<file path="config.mk">
export PLATFORM = sky130hd
export DESIGN_NAME = id_ex_stage_register
export DESIGN_NICKNAME = d
export VERILOG_FILES = /design/src/rtl/id_ex_stage_register.sv
export SDC_FILE = /design/constraint.sdc
export NUM_CORES = 1
export LEC_CHECK = 0
export ABC_CLOCK_PERIOD_IN_PS = 5200
export CAP_MARGIN = 10
export CELL_PAD_IN_SITES_DETAIL_PLACEMENT = 1
export CELL_PAD_IN_SITES_GLOBAL_PLACEMENT = 2
export CORE_ASPECT_RATIO = 1.25
export CORE_MARGIN = 3
export CORE_UTILIZATION = 23
export DETAILED_ROUTE_END_ITERATION = 8
export HOLD_SLACK_MARGIN = 0.08
export PLACE_DENSITY = 0.83
export SLEW_MARGIN = 10
export SYNTH_ARGS = -nofsm -noshare
export SYNTH_HDL_FRONTEND = slang
export SYNTH_SLANG_ARGS = --single-unit
</file>
<file path="constraint.sdc">
create_clock -name clk -period 5.2 [get_ports clk]
set_input_delay 1.04 -clock clk [delete_from_list [all_inputs] [get_ports clk]]
set_output_delay 1.04 -clock clk [all_outputs]
set_load 0.05 [all_outputs]
</file>
<file path="src/rtl/id_ex_stage_register.sv">
// ID/EX pipeline register: captures the decoded control bundle and operands, inserts load-use bubbles.
// Latency: 1 cycle ID->EX; hazard_stall is combinational from the EX registers and ID inputs.
// Backpressure: stall holds EX state; flush overrides stall with a bubble. Optional macro ID_EX_COND_EVAL_EN.
module id_ex_stage_register #(
    parameter int DATA_WIDTH     = 32,
    parameter int REG_ADDR_WIDTH = 4,
    parameter int CNT_WIDTH      = 16
) (
    input  logic                      clk,
    input  logic                      reset,
    input  logic                      stall,
    input  logic                      flush,
    input  logic                      id_valid,
    input  logic                      id_reg_write_enable,
    input  logic                      id_mem_enable,
    input  logic                      id_mem_rw,
    input  logic                      id_mem_to_reg_select,
    input  logic                      id_alu_source_select,
    input  logic                      id_status_bit,
    input  logic                      id_pc_source_select,
    input  logic                      id_mem_size,
    input  logic [3:0]                id_alu_operation,
    input  logic [3:0]                id_cond,
    input  logic [REG_ADDR_WIDTH-1:0] id_rn_addr,
    input  logic [REG_ADDR_WIDTH-1:0] id_rm_addr,
    input  logic [REG_ADDR_WIDTH-1:0] id_rd_addr,
    input  logic [DATA_WIDTH-1:0]     id_rn_data,
    input  logic [DATA_WIDTH-1:0]     id_rm_data,
    input  logic [DATA_WIDTH-1:0]     id_imm,
    input  logic [DATA_WIDTH-1:0]     id_pc,
    input  logic                      flag_n,
    input  logic                      flag_z,
    input  logic                      flag_c,
    input  logic                      flag_v,
    output logic                      ex_valid,
    output logic                      ex_reg_write_enable,
    output logic                      ex_mem_enable,
    output logic                      ex_mem_rw,
    output logic                      ex_mem_to_reg_select,
    output logic                      ex_alu_source_select,
    output logic                      ex_status_bit,
    output logic                      ex_pc_source_select,
    output logic                      ex_mem_size,
    output logic [3:0]                ex_alu_operation,
    output logic [3:0]                ex_cond,
    output logic [REG_ADDR_WIDTH-1:0] ex_rd_addr,
    output logic [DATA_WIDTH-1:0]     ex_rn_data,
    output logic [DATA_WIDTH-1:0]     ex_rm_data,
    output logic [DATA_WIDTH-1:0]     ex_imm,
    output logic [DATA_WIDTH-1:0]     ex_pc,
    output logic                      hazard_stall,
    output logic [CNT_WIDTH-1:0]      bubble_count
);

    // Everything that travels ID->EX; an all-zero value is a bubble.
    typedef struct packed {
        logic                      valid;
        logic                      reg_write_enable;
        logic                      mem_enable;
        logic                      mem_rw;
        logic                      mem_to_reg_select;
        logic                      alu_source_select;
        logic                      status_bit;
        logic                      pc_source_select;
        logic                      mem_size;
        logic [3:0]                alu_operation;
        logic [3:0]                cond;
        logic [REG_ADDR_WIDTH-1:0] rd_addr;
        logic [DATA_WIDTH-1:0]     rn_data;
        logic [DATA_WIDTH-1:0]     rm_data;
        logic [DATA_WIDTH-1:0]     imm;
        logic [DATA_WIDTH-1:0]     pc;
    } stage_t;

    stage_t                ex_q, ex_d, id_bundle;
    logic [CNT_WIDTH-1:0]  cnt_q, cnt_d;
    logic                  cond_pass;
    logic                  ex_is_load;
    logic                  src_match;

    assign id_bundle = '{
        valid:             1'b1,
        reg_write_enable:  id_reg_write_enable,
        mem_enable:        id_mem_enable,
        mem_rw:            id_mem_rw,
        mem_to_reg_select: id_mem_to_reg_select,
        alu_source_select: id_alu_source_select,
        status_bit:        id_status_bit,
        pc_source_select:  id_pc_source_select,
        mem_size:          id_mem_size,
        alu_operation:     id_alu_operation,
        cond:              id_cond,
        rd_addr:           id_rd_addr,
        rn_data:           id_rn_data,
        rm_data:           id_rm_data,
        imm:               id_imm,
        pc:                id_pc
    };

`ifdef ID_EX_COND_EVAL_EN
    // ARM condition-code evaluation against the current flags; 1111 never executes.
    always_comb begin
        cond_pass = 1'b0;
        case (id_cond)
            4'b0000: cond_pass = flag_z;
            4'b0001: cond_pass = !flag_z;
            4'b0010: cond_pass = flag_c;
            4'b0011: cond_pass = !flag_c;
            4'b0100: cond_pass = flag_n;
            4'b0101: cond_pass = !flag_n;
            4'b0110: cond_pass = flag_v;
            4'b0111: cond_pass = !flag_v;
            4'b1000: cond_pass = flag_c && !flag_z;
            4'b1001: cond_pass = !flag_c || flag_z;
            4'b1010: cond_pass = (flag_n == flag_v);
            4'b1011: cond_pass = (flag_n != flag_v);
            4'b1100: cond_pass = !flag_z && (flag_n == flag_v);
            4'b1101: cond_pass = flag_z || (flag_n != flag_v);
            4'b1110: cond_pass = 1'b1;
            default: cond_pass = 1'b0;
        endcase
    end
`else
    // Flags are not consulted in this build; every instruction executes.
    logic unused_flags;
    assign unused_flags = ^{flag_n, flag_z, flag_c, flag_v};
    assign cond_pass    = 1'b1;
`endif

    // Load-use detection: a valid load in EX whose destination feeds a source read in ID.
    assign ex_is_load   = ex_q.valid && ex_q.mem_enable && !ex_q.mem_rw && ex_q.reg_write_enable;
    assign src_match    = (ex_q.rd_addr == id_rn_addr) ||
                          (!id_alu_source_select && (ex_q.rd_addr == id_rm_addr));
    assign hazard_stall = !stall && !flush && ex_is_load && id_valid && src_match;

    // Next-state selection in priority order: flush, stall, hazard bubble, normal load.
    always_comb begin
        ex_d  = ex_q;
        cnt_d = cnt_q;
        if (flush) begin
            ex_d = '0;
        end else if (stall) begin
            ex_d = ex_q;
        end else if (hazard_stall) begin
            ex_d  = '0;
            cnt_d = (cnt_q == '1) ? cnt_q : cnt_q + 1'b1;
        end else if (id_valid && cond_pass) begin
            ex_d = id_bundle;
        end else begin
            ex_d = '0;
        end
    end

    // EX-side state registers with synchronous reset.
    always_ff @(posedge clk) begin
        if (reset) begin
            ex_q  <= '0;
            cnt_q <= '0;
        end else begin
            ex_q  <= ex_d;
            cnt_q <= cnt_d;
        end
    end

    assign ex_valid             = ex_q.valid;
    assign ex_reg_write_enable  = ex_q.reg_write_enable;
    assign ex_mem_enable        = ex_q.mem_enable;
    assign ex_mem_rw            = ex_q.mem_rw;
    assign ex_mem_to_reg_select = ex_q.mem_to_reg_select;
    assign ex_alu_source_select = ex_q.alu_source_select;
    assign ex_status_bit        = ex_q.status_bit;
    assign ex_pc_source_select  = ex_q.pc_source_select;
    assign ex_mem_size          = ex_q.mem_size;
    assign ex_alu_operation     = ex_q.alu_operation;
    assign ex_cond              = ex_q.cond;
    assign ex_rd_addr           = ex_q.rd_addr;
    assign ex_rn_data           = ex_q.rn_data;
    assign ex_rm_data           = ex_q.rm_data;
    assign ex_imm               = ex_q.imm;
    assign ex_pc                = ex_q.pc;
    assign bubble_count         = cnt_q;

endmodule

</file>
# == Word-level counts from Yosys, hierarchy flattened ==
# Index checks and enable logic that the tools add are counted.
# totals
ff_bits,165
inputBits,165
output_inout_bits,166
elab_cells,41
# classes
add_sub_neg,1
eq_ne,3
muxes,2
n_bitwise,3
n_reduce_logical,15
# op_table
cell,count
$mux 149,2
$add 16x1->16 const B,1
$eq 16x16->1 const B,1
$eq 4x4->1,2
$logic_and 1x1->1,8
$logic_not 1->1,4
$reduce_and 4->1,1
$not 1->1,3
$reduce_or 2->1,1
$logic_or 1x1->1,1

# == Logic depth before layout (Yosys ltp) ==
# Gate-level depths: netlist of run 1.
# depth
depth_word,7
depth_mapped,8
ltp_nobuf,6

# == Worst setup path before layout of run 1 ==
# Ideal clock, no wire load.
# synth_timing
path_type,input-to-output
startpoint,input id_rn_addr[3]
endpoint,output hazard_stall
t_arrival_ns,3.218
path_slack_ns,0.942
cell_stages,4
path_buffers,0
path_cell_list,xor2_1 > nor4_1 > a41oi_1 > nor4_1
# synth_via
elab_chain_cells,3
# synth_lines
item,line,source
"start, declared",24,"input logic [REG_ADDR_WIDTH-1:0] id_rn_addr,"
$eq 4x4->1,132,assign src_match = (ex_q.rd_addr == id_rn_addr) ||
$logic_or 1x1->1,132,
$logic_and 1x1->1,134,assign hazard_stall = !stall && !flush && ex_is_load && id_valid && src_match;
"end, declared",51,"output logic hazard_stall,"
# Every way passes these cells.

# == Final worst setup path of run 1 ==
# Same ends and word-level chain as after synthesis.

==> metrics.md, run 1 <==
| Metric | Value |
|---|---|
| Ys Warns | `0` |
| Syn Nets | `627` |
| Hold Violations, Final | `0` |
| Core area | `23200 sq um` |
| First-pass GRT wire length | `29.3 mm` |
| All-Layer GR Usage | `14.6%` |
| Fillers | `2512` |
| CP startpoint | `id_rn_addr[3]` |
| Post-synthesis sequential element count | `165` |
| Mean post-synth cell area | `11.8 sq um` |
| DR DRC count | `0` |
| Hold_buf cts | `0` |
| Crit path kind | `input port to primary output` |
| Worst Hold Slack | `0.473 ns` |
| Die width | `144 um` |
| Cell Area, Synth | `5460 sq um` |
| Clock Latency Late Sink | `0.42 ns` |
| Worst setup EP type | `primary output` |
| Layout cell share with drive strength beyond 1 | `5.61%` |
| IO Pins | `331` |
| Register area | `3300 sq um` |
| Aggregate global routing overflow | `0` |
| Syn Inst Count | `461` |
| Setup TNS | `0 ns` |
| Register-to-Register Path Depth | `7` |
| Final GP Congestion | `0.708` |
| Sequential area share after synthesis | `60.5%` |
| Post-CTS Resized | `0` |
| Drt total wl | `19.7 mm` |
| Post-layout util | `41.4%` |
| WHS Endpoint | `ex_rm_data[29]` |
| Avg WL per Cell | `18.4 um` |
| Die Y-Extent | `178 um` |
| Fin crit share | `89.2%` |
| CTS Buffer Depth | `2` |
| Max Freq | `0.216 GHz` |
| Drt initial violations | `170` |
| Synth unique cells | `34` |
| Crit path DAT | `3.60 ns` |
| Root Driver | `clkbuf_16` |
| Max_slew headroom | `40.1%` |
| Vias in the first global route | `5193` |
| Die area | `25600 sq um` |
| Max VDD drop | `0.192 mV` |
| PortBufs | `326` |
| Setup Viol. Count Final | `0` |
| Setup crit start kind | `input port` |
| Slew Viols, Final | `0` |
| Initial core utilization | `23.6%` |
| PwrDens | `303 nW/um^2` |
| Vias after detailed routing | `5014` |
| CTS tree | `built` |
| Hold Path Depth | `1` |
| CP Max Fanout | `2` |
| Critical Path RT | `4.16 ns` |
| Setup Buffers After CTS | `0` |
| Pin count of the biggest net entering global routing | `79` |
| DP HPWL | `14.0 mm` |
| Commonest non-fill, non-tap cell in the layout | `clkdlybuf4s50_1` |
| Post-route cell area | `9610 sq um` |
| Multi-input combinational cell area | `2000 sq um` |
| Status | `completed` |
| Most frequent cells in the layout | `clkdlybuf4s50_1, dfxtp_1, a22o_1` |
| # nets final | `937` |
| Slew @ Worst Pin | `0.898 ns` |
| Crit path time final | `4.64 ns` |
| Startpoint of the worst-slack reg-to-reg timing path | `ex_mem_rw` |
| Reg2Reg Setup Slack | `2.79 ns` |
| Unrepaired setup endpoints after global routing | `no` |
| CTS Buf Count | `17` |
| CTS Sinks | `165` |
| ANT nets after route | `0` |
| Hold_sp | `ex_rm_data[29]` |
| Type of the worst min-delay path | `register to register` |
| Clock Skew | `0.0140 ns` |
| Vias/cell | `4.67` |
| H-Tree Depth | `4` |
| TritonRoute pass-1 iters | `4` |
| CTS clock-pin slew for the worst setup and hold paths | `0.08 ns` |
| Layout area overhead | `75.9%` |
| Reg2Reg Capture Point | `ex_rm_data[4]` |
| Core Rows | `62` |
| Lkg Pwr | `3.50 nW` |
| Initial antenna violation count | `0` |
| Max-Cap Viols | `0` |
| Placement Cell Area | `9000 sq um` |
==> metal layers <==
metal | GRT usage (%) | wire (um) | vias to the layer above | share of wire (%)
met2 | 23.3 | 9280 | 219 | 47
met1 | 17.8 | 8370 | 2387 | 42
li1 | - | - | 2398 | -
met3 | 6.17 | 1820 | 10 | 9.2
met5 | 0 | 0 | - | 0
met4 | 4.47 | 224 | 0 | 1.1
==> cells in the mapped netlist <==
library cell / number / area (sq um)
a21oi_1: 13 / 65.1
a22o_1: 148 / 1300
a22oi_1: 1 / 7.51
a32oi_2: 1 / 16.3
a41oi_1: 1 / 8.76
and3_1: 3 / 18.8
buf_1: 1 / 3.75
buf_2: 16 / 80.1
clkbuf_1: 24 / 90.1
dfxtp_1: 165 / 3300
ha_1: 1 / 12.5
inv_1: 1 / 3.75
mux2_2: 1 / 11.3
nand2_1: 6 / 22.5
nand2b_1: 4 / 25.0
nand3_1: 5 / 25.0
nand3b_1: 1 / 7.51
nand4_1: 9 / 56.3
nand4b_1: 1 / 8.76
nand4bb_1: 1 / 11.3
nor2_1: 9 / 33.8
nor2b_1: 3 / 18.8
nor3_1: 1 / 5.00
nor3b_1: 1 / 7.51
nor4_1: 2 / 12.5
nor4b_2: 1 / 15.0
nor4b_4: 1 / 23.8
o21ai_0: 12 / 60.1
o31ai_1: 3 / 22.5
or3_1: 10 / 62.6
or3b_4: 1 / 11.3
or4_1: 5 / 37.5
xnor2_1: 3 / 26.3
xor2_1: 6 / 52.6
==> kinds of logic after synthesis <==
family	Yosys count	share of synthesized area [%]
flip-flops	165	60.5
adder cells (fa/ha/maj)	1	0.229
buffers and inverters	42	3.25
AO/OA/AOI/OAI	179	27.0
multiplexers	1	0.206
AND/OR/NAND/NOR	64	7.37
XOR/XNOR	9	1.44
==> flip-flops by register name, summed over array words and instances (netlist names) <==
register              cells
ex_mem_rw                 1
ex_alu_operation          4
ex_status_bit             1
ex_rd_addr                4
ex_pc                    32
ex_alu_source_select      1
ex_mem_enable             1
ex_mem_to_reg_select      1
bubble_count             16
ex_mem_size               1
ex_cond                   4
ex_pc_source_select       1
ex_reg_write_enable       1
ex_valid                  1
ex_rm_data               32
ex_rn_data               32
ex_imm                   32
==> where the power goes <==
| part | switching [mW] | total, mW | leakage (nW) | internal, mW |
|---|---|---|---|---|
| registers | 0.0140 | 1.30 | 1.34 | 1.29 |
| logic | 0.152 | 0.321 | 1.87 | 0.169 |
| clock network | 0.603 | 1.30 | 0.293 | 0.692 |
| total | 0.769 | 2.92 | 3.50 | 2.15 |
==> how the worst max path moves through the flow <==
| stage | to | cells past startpoint |
|---|---|---|
| 2_1_floorplan | hazard_stall | 4 |
| 3_3_place_gp | hazard_stall | 6 |
| 3_5_place_dp | hazard_stall | 6 |
| 4_1_cts | hazard_stall | 6 |
| 5_1_grt | hazard_stall | 6 |
| 6_report | hazard_stall | 6 |
==> layout make-up <==
class                   instances  share of cell area, %
clock buffers                  17                   4.43
diodes                          1                 0.0260
clock inverters                15                   1.94
inverters                       1                 0.0391
repair buffers                332                   34.7
flip-flops and latches        165                   34.4
well taps                     288                   3.75
multi-input cells             254                   20.8
==> worst max-delay path, cell delays in order <==
cell and delay, ns:
clkdlybuf4s50_1 0.45, xor2_1 0.16, nor4_1 0.54, a41oi_1 0.18
nor4_1 0.33, clkdlybuf4s50_1 0.90
==> through the flow <==
| stage | cells | power (mW) | setup slack, ns |
|---|---|---|---|
| after floorplan | 461 | 1.46 | 0.942 |
| after global placement | 1040 | 1.65 | 0.492 |
| after detailed placement | 1040 | 1.65 | 0.542 |
| after CTS | 1072 | 2.98 | 0.531 |
| after global routing | 1072 | 3.04 | 0.452 |
| final | 1073 | 2.92 | 0.561 |
Power figures use the tool's default switching activity.
==> inputs of run 2 (changes only) <==
--- a/config.mk
+++ b/config.mk
@@ -15,7 +15,9 @@
 export DETAILED_ROUTE_END_ITERATION = 8
 export HOLD_SLACK_MARGIN = 0.08
 export PLACE_DENSITY = 0.83
+export REMOVE_ABC_BUFFERS = 1
 export SLEW_MARGIN = 10
 export SYNTH_ARGS = -nofsm -noshare
 export SYNTH_HDL_FRONTEND = slang
 export SYNTH_SLANG_ARGS = --single-unit
+export TNS_END_PERCENT = 50
==> metrics.md, run 2 (synthesis gave the netlist of run 1 again) <==
| Metric | Value |
|---|---|
| Global route hottest layer | `met2` |
| Max Freq | `0.222 GHz` |
| Hold_buf cts | `0` |
| All-Layer GR Usage | `15.4%` |
| Max-Cap Viols | `0` |
| Pin count of the biggest net entering global routing | `113` |
| Vias in the first global route | `5341` |
| DP HPWL | `14.7 mm` |
| Drt total wl | `20.2 mm` |
| Layout area overhead | `75.6%` |
| Status | `completed` |
| Initial antenna violation count | `0` |
| WHS Endpoint | `ex_rm_data[25]` |
| Vias after detailed routing | `5027` |
| Hold Path Depth | `1` |
| Avg WL per Cell | `18.9 um` |
| Lkg Pwr | `3.49 nW` |
| Max_slew headroom | `57.5%` |
| Placed Cells | `1040` |
| Cell chain of the critical path | `clkdlybuf4s50_1, xor2_1, nor4_1, a41oi_1, nor4_1, clkdlybuf4s50_1` |
| DR DRC count | `0` |
| Cell Count, Final, Fillers Out | `1072` |
| First-pass GRT wire length | `30.6 mm` |
| H-Tree Depth | `4` |
| Most frequent cells in the layout | `clkdlybuf4s50_1, dfxtp_1, a22o_1` |
| Reg2Reg Setup Slack | `2.78 ns` |
| Slowest CP cell | `clkdlybuf4s50_1` |
| Fin crit share | `86.8%` |
| Commonest non-fill, non-tap cell in the layout | `clkdlybuf4s50_1` |
| Startpoint of the worst-slack reg-to-reg timing path | `ex_rd_addr[1]` |
| Initial core utilization | `23.6%` |
| Unrepaired setup endpoints after global routing | `no` |
| Die Y-Extent | `178 um` |
| Setup TNS | `0 ns` |
| CTS Buf Count | `17` |
| Vias/cell | `4.69` |
| # nets final | `937` |
| CTS Sinks | `165` |
| TritonRoute pass-1 iters | `4` |
| Post-route cell area | `9590 sq um` |
| Worst setup EP type | `primary output` |
| Aggregate global routing overflow | `0` |
| Clock Latency Late Sink | `0.42 ns` |
| Hold Violations, Final | `0` |
| Core area | `23200 sq um` |
| Worst Hold Slack | `0.473 ns` |
| Worst Path Buf+Inv | `2` |
| Slew @ Worst Pin | `0.635 ns` |
| Critical Path RT | `4.16 ns` |
| CTS clock-pin slew for the worst setup and hold paths | `0.07 ns` |
| Post-layout util | `41.3%` |
| Root Driver | `clkbuf_16` |
| PwrDens | `302 nW/um^2` |
| Setup Viol. Count Final | `0` |
| CTS Buffer Depth | `2` |
| IO Pins | `331` |
| Setup crit start kind | `input port` |
| Placement Cell Area | `9000 sq um` |
| Crit-path leading delay family | `buffers and inverters` |
| Setup Buffers After CTS | `0` |
| Final GP Congestion | `0.716` |
| GRT met2 Usage | `25.5%` |
| Slew Viols, Final | `0` |
| Die area | `25600 sq um` |
| Hold_sp | `ex_rm_data[25]` |
| Antenna diode count | `0` |
| Fillers | `2476` |
| Post-CTS Resized | `0` |
| Crit path DAT | `3.47 ns` |
| ANT nets after route | `0` |
| Drt initial violations | `207` |
| Worst path max stage delay | `0.87 ns` |
| PortBufs | `326` |
| CP Max Fanout | `2` |
| GR Util met3 | `7.35%` |
| Die width | `144 um` |
| Max VDD drop | `0.194 mV` |
| Core Rows | `62` |
| Type of the worst min-delay path | `register to register` |
| Clock Skew | `0.0109 ns` |
| Layout cell share with drive strength beyond 1 | `5.48%` |
| M1 GR Usage | `17.1%` |
| Crit path kind | `input port to primary output` |
| Register-to-Register Path Depth | `7` |
| CTS tree | `built` |
| Reg2Reg Capture Point | `ex_rn_data[2]` |
| Crit path time final | `4.51 ns` |
-- run 2: cell types whose count changed in the layout (fill, tap and decap cells not counted) --
cell / delta
clkbuf_1: +1
diode_2: -1
clkinv_2: -1
inv_6: +1
clkinv_8: -2
clkinvlp_4: +1
-- run 2: report_power, final --
group          switching [mW]  internal [mW]
logic                   0.152          0.169
registers              0.0141           1.29
clock network           0.592          0.687
-- run 2: how the worst max path moves through the flow --
stage / to / slack (ns) / from / cells past startpoint
final: hazard_stall / 0.69 / id_rn_addr[3] / 6
after global routing: hazard_stall / 0.59 / id_rn_addr[3] / 6
after CTS: hazard_stall / 0.66 / id_rn_addr[3] / 6
after detailed placement: hazard_stall / 0.67 / id_rn_addr[3] / 6
after global placement: hazard_stall / 0.69 / id_rn_addr[3] / 6
after floorplan: ex_alu_operation[0] / -4.50 / flush / 2
-- run 2: final cells by class --
class                   count  area [sq um]  share of cell area [%]
repair buffers            332          3330                    34.8
flip-flops and latches    165          3300                    34.4
multi-input cells         254          2000                    20.8
clock buffers              18           429                    4.47
well taps                 288           360                    3.76
clock inverters            14           165                    1.72
inverters                   1          3.75                  0.0391
-- run 2: routing by layer --
metal,routed length [um],vias to the layer above
met4,498,0
met5,0,-
met3,1880,26
li1,-,2383
met2,10200,200
met1,7670,2418
-- run 2: through the flow --
| step | power [mW] | worst slack [ns] |
|---|---|---|
| finish | 2.90 | 0.687 |
| global route | 3.02 | 0.592 |
| CTS | 2.95 | 0.658 |
| detailed placement | 1.65 | 0.672 |
| global placement | 1.65 | 0.689 |
| floorplan | 1.46 | -4.50 |
==> inputs of run 3 (changes only) <==
--- a/config.mk
+++ b/config.mk
@@ -10,7 +10,7 @@
 export CELL_PAD_IN_SITES_DETAIL_PLACEMENT = 1
 export CELL_PAD_IN_SITES_GLOBAL_PLACEMENT = 2
 export CORE_ASPECT_RATIO = 1.25
-export CORE_MARGIN = 3
+export CORE_MARGIN = 4
 export CORE_UTILIZATION = 23
 export DETAILED_ROUTE_END_ITERATION = 8
 export HOLD_SLACK_MARGIN = 0.08
==> metrics.md, run 3 (synthesis gave the netlist of run 1 again) <==
| Metric | Value |
|---|---|
| Max-Cap Viols | `0` |
| Crit path DAT | `3.39 ns` |
| Status | `completed` |
| Worst setup EP type | `primary output` |
| First-pass GRT wire length | `31.6 mm` |
| Dpl ws | `0.752 ns` |
| # nets final | `936` |
| Lkg Pwr | `3.47 nW` |
| Initial antenna violation count | `0` |
| Fin crit share | `85.2%` |
| CTS Buf Count | `17` |
| All-Layer GR Usage | `15.0%` |
| CTS clock-pin slew for the worst setup and hold paths | `0.06 ns` |
| Vias in the first global route | `5413` |
| Die area | `26300 sq um` |
| Root Driver | `clkbuf_16` |
| Critical Path RT | `4.16 ns` |
| Unrepaired setup endpoints after global routing | `no` |
| Die width | `146 um` |
| Commonest non-fill, non-tap cell in the layout | `clkdlybuf4s50_1` |
| Vias/cell | `4.70` |
| Layout cell share with drive strength beyond 1 | `5.37%` |
| H-Tree Depth | `4` |
| Hold_buf cts | `0` |
| Crit path kind | `input port to primary output` |
| Clock Skew | `0.0138 ns` |
| Setup Buffers After CTS | `0` |
| Post-layout util | `41.2%` |
| Antenna diode count | `0` |
| Final GP Congestion | `0.711` |
| PwrDens | `298 nW/um^2` |
| Max Freq | `0.226 GHz` |
| Core area | `23200 sq um` |
| Aggregate global routing overflow | `0` |
| Most frequent cells in the layout | `clkdlybuf4s50_1, dfxtp_1, a22o_1` |
| Total chip power | `2.85 mW` |
| Drt initial violations | `177` |
| Max VDD drop | `0.185 mV` |
| TritonRoute pass-1 iters | `5` |
| Post-CTS Resized | `0` |
| PortBufs | `326` |
| ANT nets after route | `0` |
| Pin count of the biggest net entering global routing | `149` |
| DP HPWL | `14.5 mm` |
| Slew Viols, Final | `0` |
| Crit path time final | `4.43 ns` |
| CTS Sinks | `165` |
| Die Y-Extent | `180 um` |
| Setup Viol. Count Final | `0` |
| Initial core utilization | `23.6%` |
| Post-route setup slack | `0.770 ns` |
| Drt total wl | `20.2 mm` |
| Clock Latency Late Sink | `0.42 ns` |
| Setup crit start kind | `input port` |
| Vias after detailed routing | `5025` |
| Max_slew headroom | `49.8%` |
| CP Max Fanout | `2` |
| DR DRC count | `0` |
| Core Rows | `62` |
| Avg WL per Cell | `18.9 um` |
| CTS tree | `built` |
| Type of the worst min-delay path | `register to register` |
| IO Pins | `331` |
| Layout area overhead | `75.1%` |
| Slew @ Worst Pin | `0.752 ns` |
| Hold Violations, Final | `0` |
| Fillers | `2495` |
| CTS Buffer Depth | `2` |
run 3: cell types whose count changed in the layout (fill, tap and decap cells not counted):
cell / before / now
inv_8: 4 / 5
buf_4: 4 / 2
clkbuf_1: 1 / 0
bufinv_16: 1 / 0
buf_12: 2 / 3
clkinv_8: 2 / 1
clkinvlp_4: 3 / 4
run 3: worst paths after layout:
| path | from | to | slack, ns | cells past startpoint |
|---|---|---|---|---|
| worst max-delay path | id_rn_addr[3] | hazard_stall | 0.77 | 6 |
| worst min-delay path | ex_imm[25] | ex_imm[25] | 0.47 | 1 |
| worst max register to register | ex_mem_rw | ex_pc[24] | 2.78 | 7 |
| worst min register to register | ex_imm[25] | ex_imm[25] | 0.47 | 1 |
run 3: power breakdown:
part | leakage, nW | switching, mW | total (mW) | internal (mW)
Sequential | 1.34 | 0.0145 | 1.30 | 1.29
Combinational | 1.87 | 0.151 | 0.321 | 0.170
Clock | 0.265 | 0.590 | 1.22 | 0.635
Total | 3.47 | 0.756 | 2.85 | 2.09
run 3: area by class of cell:
class / instances / area, sq um / area share, %
inverters: 1 / 3.75 / 0.0392
well taps: 288 / 360 / 3.77
flip-flops and latches: 165 / 3300 / 34.5
multi-input cells: 254 / 2000 / 20.9
clock inverters: 14 / 138 / 1.44
repair buffers: 331 / 3340 / 34.9
clock buffers: 17 / 425 / 4.45
run 3: worst max-delay path: stages:
cell             delay [ns]
clkdlybuf4s50_1        0.41
xor2_1                 0.14
nor4_1                 0.49
a41oi_1                0.10
nor4_1                 0.34
clkdlybuf4s50_1        0.86
run 3: routing by layer:
layer  part of all wire [%]  GRT usage (%)  routed length [um]  vias up
li1                       -              -                   -     2383
met1                     38           16.2                7750     2398
met2                     48           25.5                9790      226
met3                     12           8.03                2350       18
met4                    1.6           4.14                 323        0
met5                      0              0                   0        -
run 3: through the flow:
stage | instances | TNS [ns] | cell area, sq um | hold slack [ns]
after global placement | 1039 | 0 | 9000 | 0.454
after global routing | 1070 | 0 | 9560 | 0.485
after detailed placement | 1039 | 0 | 9000 | 0.454
final | 1070 | 0 | 9560 | 0.471
after CTS | 1070 | 0 | 9560 | 0.478
after floorplan | 420 | -666.44 | 5290 | 0.710
